File: config.mk
export PLATFORM = sky130hd
export DESIGN_NAME = axi_slave_port_arbiter
export DESIGN_NICKNAME = d
export VERILOG_FILES = /design/src/rtl/axi_slave_port_arbiter_pkg.sv /design/src/rtl/axi_slave_port_arbiter_rr_priority_pick.sv /design/src/rtl/axi_slave_port_arbiter.sv
export SDC_FILE = /design/constraint.sdc
export NUM_CORES = 1
export LEC_CHECK = 0
export CORE_AREA = 2 2 39 41
export CTS_BUF_LIST = sky130_fd_sc_hd__clkbuf_16
export DETAILED_ROUTE_END_ITERATION = 10
export DIE_AREA = 0 0 41 43
export DONT_BUFFER_PORTS = 1
export SLEW_MARGIN = 10
export SYNTH_ARGS = -nofsm -noshare
export SYNTH_HDL_FRONTEND = slang
export SYNTH_SLANG_ARGS = --single-unit
File: constraint.sdc
create_clock -name clk -period 1.75 [get_ports clk]
set_clock_uncertainty 0.1 [all_clocks]
set_input_delay 0.35 -clock clk [delete_from_list [all_inputs] [get_ports clk]]
set_output_delay 0.35 -clock clk [all_outputs]
set_load 0.1 [all_outputs]
File: src/rtl/axi_slave_port_arbiter_pkg.sv
// Shared crossbar package for the AXI4 slave-port arbiters.
// Holds the arbiter state enum, crossbar size defaults and a one-hot to
// binary index helper used by the round-robin picker.
// Optional feature macro used by the arbiter: AXI_ARB_TIMEOUT_EN.
package axi_slave_port_arbiter_pkg;

  // Crossbar dimensions
  localparam int SLAVE_NUM      = 4;
  localparam int MASTER_NUM_DEF = 4;

  // Widest one-hot vector the index helper accepts, and its index width
  localparam int ONEHOT_MAX = 32;
  localparam int IDX_MAX_W  = 5;

  typedef enum logic [1:0] {
    IDLE = 2'd0,
    ADDR = 2'd1,
    DATA = 2'd2
  } arb_state_e;

  // OR together the positions of the set bits; for a true one-hot input
  // this is simply the position of the single set bit
  function automatic logic [IDX_MAX_W-1:0] onehot_to_idx(input logic [ONEHOT_MAX-1:0] oh);
    logic [IDX_MAX_W-1:0] idx;
    idx = '0;
    for (int i = 0; i < ONEHOT_MAX; i++) begin
      if (oh[i]) idx = idx | IDX_MAX_W'(i);
    end
    return idx;
  endfunction

endpackage

File: src/rtl/axi_slave_port_arbiter_rr_priority_pick.sv
// Combinational round-robin picker.
// Ports:
//   req      in  MASTER_NUM  request vector
//   rr_ptr   in  IDX_W       highest-priority position for this pick
//   pick_oh  out MASTER_NUM  one-hot winner (all zero when req is zero)
//   pick_idx out IDX_W       binary index of the winner
module rr_priority_pick
  import axi_slave_port_arbiter_pkg::*;
#(
  parameter int MASTER_NUM = MASTER_NUM_DEF,
  parameter int IDX_W      = $clog2(MASTER_NUM)
) (
  input  logic [MASTER_NUM-1:0] req,
  input  logic [IDX_W-1:0]      rr_ptr,
  output logic [MASTER_NUM-1:0] pick_oh,
  output logic [IDX_W-1:0]      pick_idx
);

  localparam int DW = 2 * MASTER_NUM;

  logic [DW-1:0] dbl;
  logic [DW-1:0] masked;
  logic [DW-1:0] first;

  // The request vector is duplicated so that a plain lowest-set-bit search
  // starting at rr_ptr naturally wraps around: bits below rr_ptr in the lower
  // copy are masked off, but the upper copy still offers them after the
  // higher-numbered masters. Folding the two halves gives the one-hot winner.
  always_comb begin
    dbl      = {req, req};
    masked   = dbl & ~((DW'(1) << rr_ptr) - DW'(1));
    first    = masked & (~masked + DW'(1));
    pick_oh  = first[MASTER_NUM-1:0] | first[DW-1:MASTER_NUM];
    pick_idx = IDX_W'(onehot_to_idx(ONEHOT_MAX'(pick_oh)));
  end

endmodule

File: src/rtl/axi_slave_port_arbiter.sv
// Per-slave-port round-robin arbiter for one AXI4 crossbar direction
// (one instance on each slave's AR path and one on each AW path).
// A grant is held from selection through the address handshake until the
// final beat / write response so data and response routing stays stable.
// Optional feature macro: AXI_ARB_TIMEOUT_EN adds a watchdog that force-
// releases a grant held for TIMEOUT_CYCLES clocks in ADDR or DATA.
// Ports:
//   clk          in  crossbar clock
//   rst          in  synchronous active-high reset
//   req          in  per-master request (decoded slave hit & VALID)
//   addr_hs      in  address handshake of the granted transfer
//   done         in  completion (last R beat or B handshake)
//   grant        out one-hot grant
//   grant_idx    out binary index of granted master
//   grant_valid  out grant active
//   busy         out address accepted, completion outstanding
//   timeout_err  out one-cycle watchdog pulse (0 without the macro)
module axi_slave_port_arbiter
  import axi_slave_port_arbiter_pkg::*;
#(
  parameter int MASTER_NUM     = MASTER_NUM_DEF,
  parameter int IDX_W          = $clog2(MASTER_NUM),
  parameter int TIMEOUT_CYCLES = 1024
) (
  input  logic                  clk,
  input  logic                  rst,
  input  logic [MASTER_NUM-1:0] req,
  input  logic                  addr_hs,
  input  logic                  done,
  output logic [MASTER_NUM-1:0] grant,
  output logic [IDX_W-1:0]      grant_idx,
  output logic                  grant_valid,
  output logic                  busy,
  output logic                  timeout_err
);

  arb_state_e state, state_n;
  logic [MASTER_NUM-1:0] grant_n;
  logic [IDX_W-1:0]      idx_n;
  logic                  gv_n;
  logic                  busy_n;
  logic [IDX_W-1:0]      rr_ptr, rr_ptr_n;
  logic                  release_c;
  logic [MASTER_NUM-1:0] pick_oh;
  logic [IDX_W-1:0]      pick_idx;

`ifdef AXI_ARB_TIMEOUT_EN
  localparam int CNT_W = $clog2(TIMEOUT_CYCLES + 1);
  localparam logic [CNT_W-1:0] CNT_LAST = CNT_W'(TIMEOUT_CYCLES - 1);
  logic [CNT_W-1:0] cnt, cnt_n;
  logic             terr_n;
`endif

  rr_priority_pick #(
    .MASTER_NUM (MASTER_NUM),
    .IDX_W      (IDX_W)
  ) u_pick (
    .req      (req),
    .rr_ptr   (rr_ptr),
    .pick_oh  (pick_oh),
    .pick_idx (pick_idx)
  );

  // Next-state and next-output logic. The grant is only ever loaded in IDLE,
  // so it is frozen for the whole ADDR/DATA residency. A release (done, or a
  // watchdog expiry) advances the round-robin pointer past the served master;
  // a request withdrawn in ADDR drops the grant without advancing, since
  // that master was never actually served.
  always_comb begin
    state_n   = state;
    grant_n   = grant;
    idx_n     = grant_idx;
    gv_n      = grant_valid;
    busy_n    = busy;
    rr_ptr_n  = rr_ptr;
    release_c = 1'b0;
`ifdef AXI_ARB_TIMEOUT_EN
    cnt_n  = cnt;
    terr_n = 1'b0;
`endif
    case (state)
      IDLE: begin
        if (|req) begin
          state_n = ADDR;
          grant_n = pick_oh;
          idx_n   = pick_idx;
          gv_n    = 1'b1;
`ifdef AXI_ARB_TIMEOUT_EN
          cnt_n = '0;
`endif
        end
      end
      ADDR: begin
        if (addr_hs) begin
          state_n = DATA;
          busy_n  = 1'b1;
`ifdef AXI_ARB_TIMEOUT_EN
          cnt_n = '0;
`endif
        end else if (!req[grant_idx]) begin
          state_n = IDLE;
          grant_n = '0;
          idx_n   = '0;
          gv_n    = 1'b0;
        end
`ifdef AXI_ARB_TIMEOUT_EN
        else if (cnt == CNT_LAST) begin
          terr_n    = 1'b1;
          release_c = 1'b1;
        end else begin
          cnt_n = cnt + CNT_W'(1);
        end
`endif
      end
      DATA: begin
        if (done) begin
          release_c = 1'b1;
        end
`ifdef AXI_ARB_TIMEOUT_EN
        else if (cnt == CNT_LAST) begin
          terr_n    = 1'b1;
          release_c = 1'b1;
        end else begin
          cnt_n = cnt + CNT_W'(1);
        end
`endif
      end
      default: state_n = IDLE;
    endcase
    if (release_c) begin
      state_n  = IDLE;
      grant_n  = '0;
      idx_n    = '0;
      gv_n     = 1'b0;
      busy_n   = 1'b0;
      rr_ptr_n = (grant_idx == IDX_W'(MASTER_NUM - 1)) ? '0 : grant_idx + IDX_W'(1);
    end
  end

  // State and registered outputs; reset discards any outstanding transaction
  always_ff @(posedge clk) begin
    if (rst) begin
      state       <= IDLE;
      grant       <= '0;
      grant_idx   <= '0;
      grant_valid <= 1'b0;
      busy        <= 1'b0;
      rr_ptr      <= '0;
    end else begin
      state       <= state_n;
      grant       <= grant_n;
      grant_idx   <= idx_n;
      grant_valid <= gv_n;
      busy        <= busy_n;
      rr_ptr      <= rr_ptr_n;
    end
  end

`ifdef AXI_ARB_TIMEOUT_EN
  // Watchdog counter and its one-cycle error pulse
  always_ff @(posedge clk) begin
    if (rst) begin
      cnt         <= '0;
      timeout_err <= 1'b0;
    end else begin
      cnt         <= cnt_n;
      timeout_err <= terr_n;
    end
  end
`else
  assign timeout_err = 1'b0;
`endif

endmodule
Yosys cells after proc, flatten, opt, wreduce, memory -nomap -nowiden
Index checks and enable logic that the tools add are counted.

word-level totals
  bits in latches = 0
  ROM bits = 0
  bits in writable memories = 0
  output and inout bits = 9
  bits in registers = 12
  memories = 0

operators by class
  eq/ne operators = 7
  shift-type cells = 1
  muxes and demuxes = 23
  multiply operators = 0
  bitwise logic cells = 6
  div/mod/pow operators = 0
  add/sub/neg operators = 3
  reduce and logical (&&, ||, !) cells = 7
  order comparisons = 1

operators by type and width
  kind                                                                    count
  8-bit AND                                                               2
  2-bit two-way mux                                                       8
  8-bit inverter                                                          2
  4-bit two-way mux                                                       3
  8-bit by 1-bit adder with 8-bit output (second input constant)          1
  4-bit one-hot mux with 2 select lines                                   1
  1-bit by 2-bit left shift with 8-bit output (first input constant)      1
  8-bit by 1-bit subtractor with 8-bit output (second input constant)     1
  1-bit two-way mux                                                       7
  2-bit inequality test (second input constant)                           3
  2-bit one-hot mux with 3 select lines                                   1
  2-bit equality test (second input constant)                             2
  4-bit OR                                                                1
  2-bit one-hot mux with 2 select lines                                   1
  4-bit AND reduction                                                     1
  4-bit OR reduction                                                      1
  2-bit by 3-bit < comparator with 1-bit output (second input constant)   1
  3-bit inequality test (second input constant)                           1
  3-bit AND reduction                                                     1
  2-bit by 1-bit adder with 2-bit output (second input constant)          1
  1-bit binary-select mux with 2-bit select                               1
  2-bit by 1-bit equality test with 1-bit output (second input constant)  1
  2-bit logical NOT                                                       1
  1-bit one-hot mux with 2 select lines                                   1
  other kinds (4)                                                         4

Logic depth before layout (Yosys ltp)
  depth in word-level cells = 13
  mapped depth = 8

Hierarchy
From an unflattened synthesis, not the netlist that was laid out.

second synthesis, totals
  cell total of the unflattened synthesis = 101
  area, all modules = 810.8 um^2

by module, submodules not included
  module                  times used  cells an instance  area each (um^2)
  axi_slave_port_arbiter  1           71                 629.4
  rr_priority_pick        1           30                 181.4

Worst setup path after synthesis
Ideal clock, no wire load.

  kind = register to register
  from = register grant_idx[1]
  to = register grant_idx[0]
  period minus slack after synthesis = 2.593 ns
  setup time = 0.131 ns
  path slack = -0.843 ns
  arrival = 2.362 ns
  buffers on the path = 1
  stages on the path, launching flop included = 6
  cell sequence = dfxtp_1 -> mux4_2 -> or4b_1 -> buf_2 -> nand3_1 -> a31oi_1

between the ends
  cells in the longest elaborated chain, start to end = 4

ends and longest elaborated chain
  what                                       RTL line                       text
  from (decl)                                axi_slave_port_arbiter.sv:31   output logic [IDX_W-1:0] grant_idx,
  from (signal assigned)                     axi_slave_port_arbiter.sv:152  grant_idx <= idx_n;
  1-bit binary-select mux with 2-bit select  axi_slave_port_arbiter.sv:100  end else if (!req[grant_idx]) begin
  1-bit two-way mux (implied by the code)    axi_slave_port_arbiter.sv:100
  2-bit inequality test (no line)            n/a
  4-bit AND reduction (no line)              n/a

No other way between the ends. The select of a mux whose other input is x is not followed.
A chain may end at the register's enable or synchronous reset.

Worst setup path in the final report
  from = register grant_idx[1]
  to = register grant_idx[1]

Same word-level chain as after synthesis.

==> reports/qor.log <==
INFO  power_and_ir_drop power_density=1190mW/mm2
INFO  setup_path     start_kind=flip-flop
INFO  logic_synthesis synth_area_leaders=dfxtp_1 (39%), a21oi_1 (9.0%), nand2b_1 (7.2%), nand3_1 (6.6%), nor2_1 (4.9%)
INFO  clocking       postCtsSetupBuffers=0
INFO  power_and_ir_drop p_switching=302uW
INFO  layout         area_delta_synth_final=32.2%
INFO  timing         period_minus_slack=1.86ns
INFO  logic_synthesis combinational_family_with_the_most_area_after_synthesis=simple AND/OR/NAND/NOR gates
INFO  hold_path      min_from=rst
INFO  layout         layoutNonFillerInstCount=104
INFO  logic_synthesis post_synth.cell_area_avg=8.12um2
INFO  placement      gpl.final_weighted_congestion=0.804
INFO  setup_path     crit_path_start=grant_idx[1]$_SDFFE_PP0P_
INFO  floorplan      fp-row-count=14
INFO  setup_path     r2r_cells=4
INFO  layout         n_antenna_cell=0
INFO  clocking       worst_setup_hold_path_clk_slew=0.04ns
INFO  placement      place.detailed.hpwl=976um
INFO  logic_synthesis net_count_after_synthesis=85
INFO  logic_synthesis yosys.cell_count.top_type=dfxtp_1
INFO  floorplan      die_h=43um
INFO  global_route   grt_usage=20.0%
INFO  clocking       root_buffer=clkbuf_16
INFO  clocking       clock_latency=0.24ns
INFO  setup_path     rr_startpoint=grant_idx[1]$_SDFFE_PP0P_
INFO  power_and_ir_drop clock_power_share=42.8%
INFO  logic_synthesis post_synthesis_compound_gate_area_fraction=17.2%
INFO  logic_synthesis synth_largest_area_cell=dfxtp_1
INFO  run_status     violations_in_the_final_reports=negative setup slack
INFO  logic_synthesis synth_top_area_share=39.4%
INFO  timing         achievable-frequency=538MHz
INFO  setup_path     timing.critical_path.fanout_max=7
INFO  global_route   antenna_found_initial=0
INFO  timing         report.final.hold_viol_count=0
INFO  power_and_ir_drop power.share.switching=31.4%
INFO  layout         multiInputGateArea=353um2
INFO  timing         setup-violations-final=7
INFO  power_and_ir_drop p_int=660uW
INFO  clocking       numClockSinks=12
INFO  global_route   grt_start_max_net_pins=10
INFO  timing         setup_repair_after_global_routing_missed_its_margin=yes
INFO  logic_synthesis synth.top_cells.by_count=dfxtp_1 (12), a21oi_1 (11), nand3_1 (8), nor2_1 (8), nand2b_1 (7)
INFO  timing         setup_ws=-0.108ns
INFO  floorplan      core_area=0.00138mm2
INFO  clocking       clock_tree_from_tritoncts=done
INFO  route          avgViaCountPerCell=5.59
INFO  logic_synthesis ys_warn_count=0
INFO  clocking       cts_max_level=1
INFO  clocking       maximum_root_to_sink_buffer_count=2
INFO  global_route   grt.overflow.total=0
INFO  logic_synthesis synthesis.instances=75
INFO  power_and_ir_drop share_comb_of_total_power=25.0%
INFO  run_status     status=finished, violations left
INFO  timing         slew_viol_final=0
INFO  logic_synthesis synth-simple-area-share=28.1%
INFO  power_and_ir_drop p_leak=0.000341uW
INFO  route          drt_total_wl=1430um
INFO  clocking       cts_buffers=3
INFO  logic_synthesis synth-seq-area-share=39.4%
INFO  route          routed-via-count=581
INFO  setup_path     critical_path_arrival=1.86ns
INFO  timing         totalNegativeSetupSlack=-0.390ns
INFO  layout         final_net_count=99
INFO  floorplan      die_w=41um
INFO  layout         layout.area.seq=245um2
INFO  placement      placed_cells_incl_taps=100
INFO  logic_synthesis yosys_register_bits=12
INFO  logic_synthesis yosys.area_share.adder=4.11%
INFO  logic_synthesis post_synth_num_cell_types=22
INFO  power_and_ir_drop vdd.ir_drop.worst=651uV
INFO  route          detail_route.first_pass.iterations=4
INFO  clocking       cts_resized=1
INFO  floorplan      floorplan.initialDensity=44.0%
INFO  route          remaining_drc_errors=0
INFO  logic_synthesis async_flop_share=0%
INFO  route          wl_per_cell=13.7um
INFO  layout         finish.utilization=58.2%
INFO  hold_path      worst_hold_path.num_cells=1
INFO  logic_synthesis mux_contribution_to_synthesized_area=5.34%
INFO  layout         fillers=133
INFO  hold_path      hp-class=input port to flip-flop
INFO  layout         drive_gt1_share=25.0%
INFO  setup_path     worst_ep_required_time=1.75ns
INFO  clocking       postCtsHoldBufs=0
INFO  global_route   number_of_global_route_vias_before_repair=569
INFO  power_and_ir_drop total_power=962uW
INFO  placement      dpl_worst_slack=-0.142ns
INFO  placement      io_buffer_count=0
INFO  logic_synthesis number_of_enable_flip_flop_cells_after_synthesis=0
INFO  route          first_iter_violations=20
INFO  power_and_ir_drop register_share_of_total_power=32.2%
INFO  logic_synthesis ys.flop_type=dfxtp_1
INFO  job            drv_cap=0
INFO  floorplan      io-pin-count=17
INFO  setup_path     criticalPathCategory=flip-flop to flip-flop
INFO  global_route   grt_first_pass_wirelength=2400um
INFO  route          drtAntennaViolNets=0
INFO  floorplan      design.die.area=0.00176mm2
INFO  timing         layout_worst_path_cycle_share=106%
INFO  setup_path     critical_path.endpoint_type=flip-flop
INFO  logic_synthesis mappedNetlistArea=609um2
INFO  logic_synthesis yosys.area_share.xor_xnor=0%
## sequential cells by signal (all words and copies together), names as in the netlist
register / flops
busy: 1
grant: 4
grant_idx: 2
grant_valid: 1
rr_ptr: 2
state: 2
## cell usage in the layout, fill, tap and decap left out, types with 2 or more instances in the layout
| master | instances |
|---|---|
| a31oi_1 | 3 |
| clkbuf_16 | 3 |
| ha_1 | 2 |
| o211ai_1 | 2 |
| dfxtp_1 | 10 |
| a21oi_1 | 11 |
| nor3_1 | 3 |
| nand3b_1 | 2 |
| nand3_1 | 7 |
| nand2_1 | 3 |
| nand2b_1 | 7 |
| buf_4 | 13 |
| inv_1 | 4 |
| nor2_1 | 8 |
## worst max-delay path: stages, from the launching register on
cell and delay [ns]:
dfxtp_4 0.34, mux4_2 0.50, or4b_4 0.55, nand3_1 0.13
a31oi_1 0.10
## path summary, 6_finish.rpt
kind / end / slack [ns]
setup / recovery: grant_idx[1]$_SDFFE_PP0P_ / -0.11
hold / removal: rr_ptr[0]$_SDFFE_PP0P_ / 0.08
setup reg to reg: grant_idx[1]$_SDFFE_PP0P_ / -0.11
hold reg to reg: grant_valid$_SDFFE_PP0P_ / 0.36
## power groups by stage
stage               combinational, uW  sequential [uW]  clock [uW]
finish                            240              310         412
global placement                  230              314           0
global route                      256              313         428
CTS                               236              310         416
floorplan                        82.5              419           0
detailed placement                231              314           0
## final cells by class
type	count	area share, %
Inverter	3	1.40
Multi-Input combinational cell	56	43.8
Clock inverter	1	0.466
Timing Repair Buffer	13	12.1
Clock buffer	3	9.32
Tap cell	16	2.48
Sequential cell	12	30.4
## per-layer routing
layer  track usage [%]  vias to the layer above  wire, um
met5                 0                        -         0
met4              9.33                        0        12
met3              5.76                        2        93
met2              31.6                       24       697
met1              23.5                      263       624
li1                  -                      292         -
## metrics by stage
stage	area [um2]	hold slack, ns
after global placement	712	0.325
after global routing	806	0.0798
after CTS	795	0.0807
after detailed placement	712	0.328
final	806	0.0809
after floorplan	614	0.322
## cell families after synthesis
logic type | after synthesis
simple gates | 33
compound gates | 18
flops | 12
buf+inv | 7
mux | 2
fa+ha+maj | 2
other cells | 1
No activity file was read; power rests on OpenSTA's default activity.
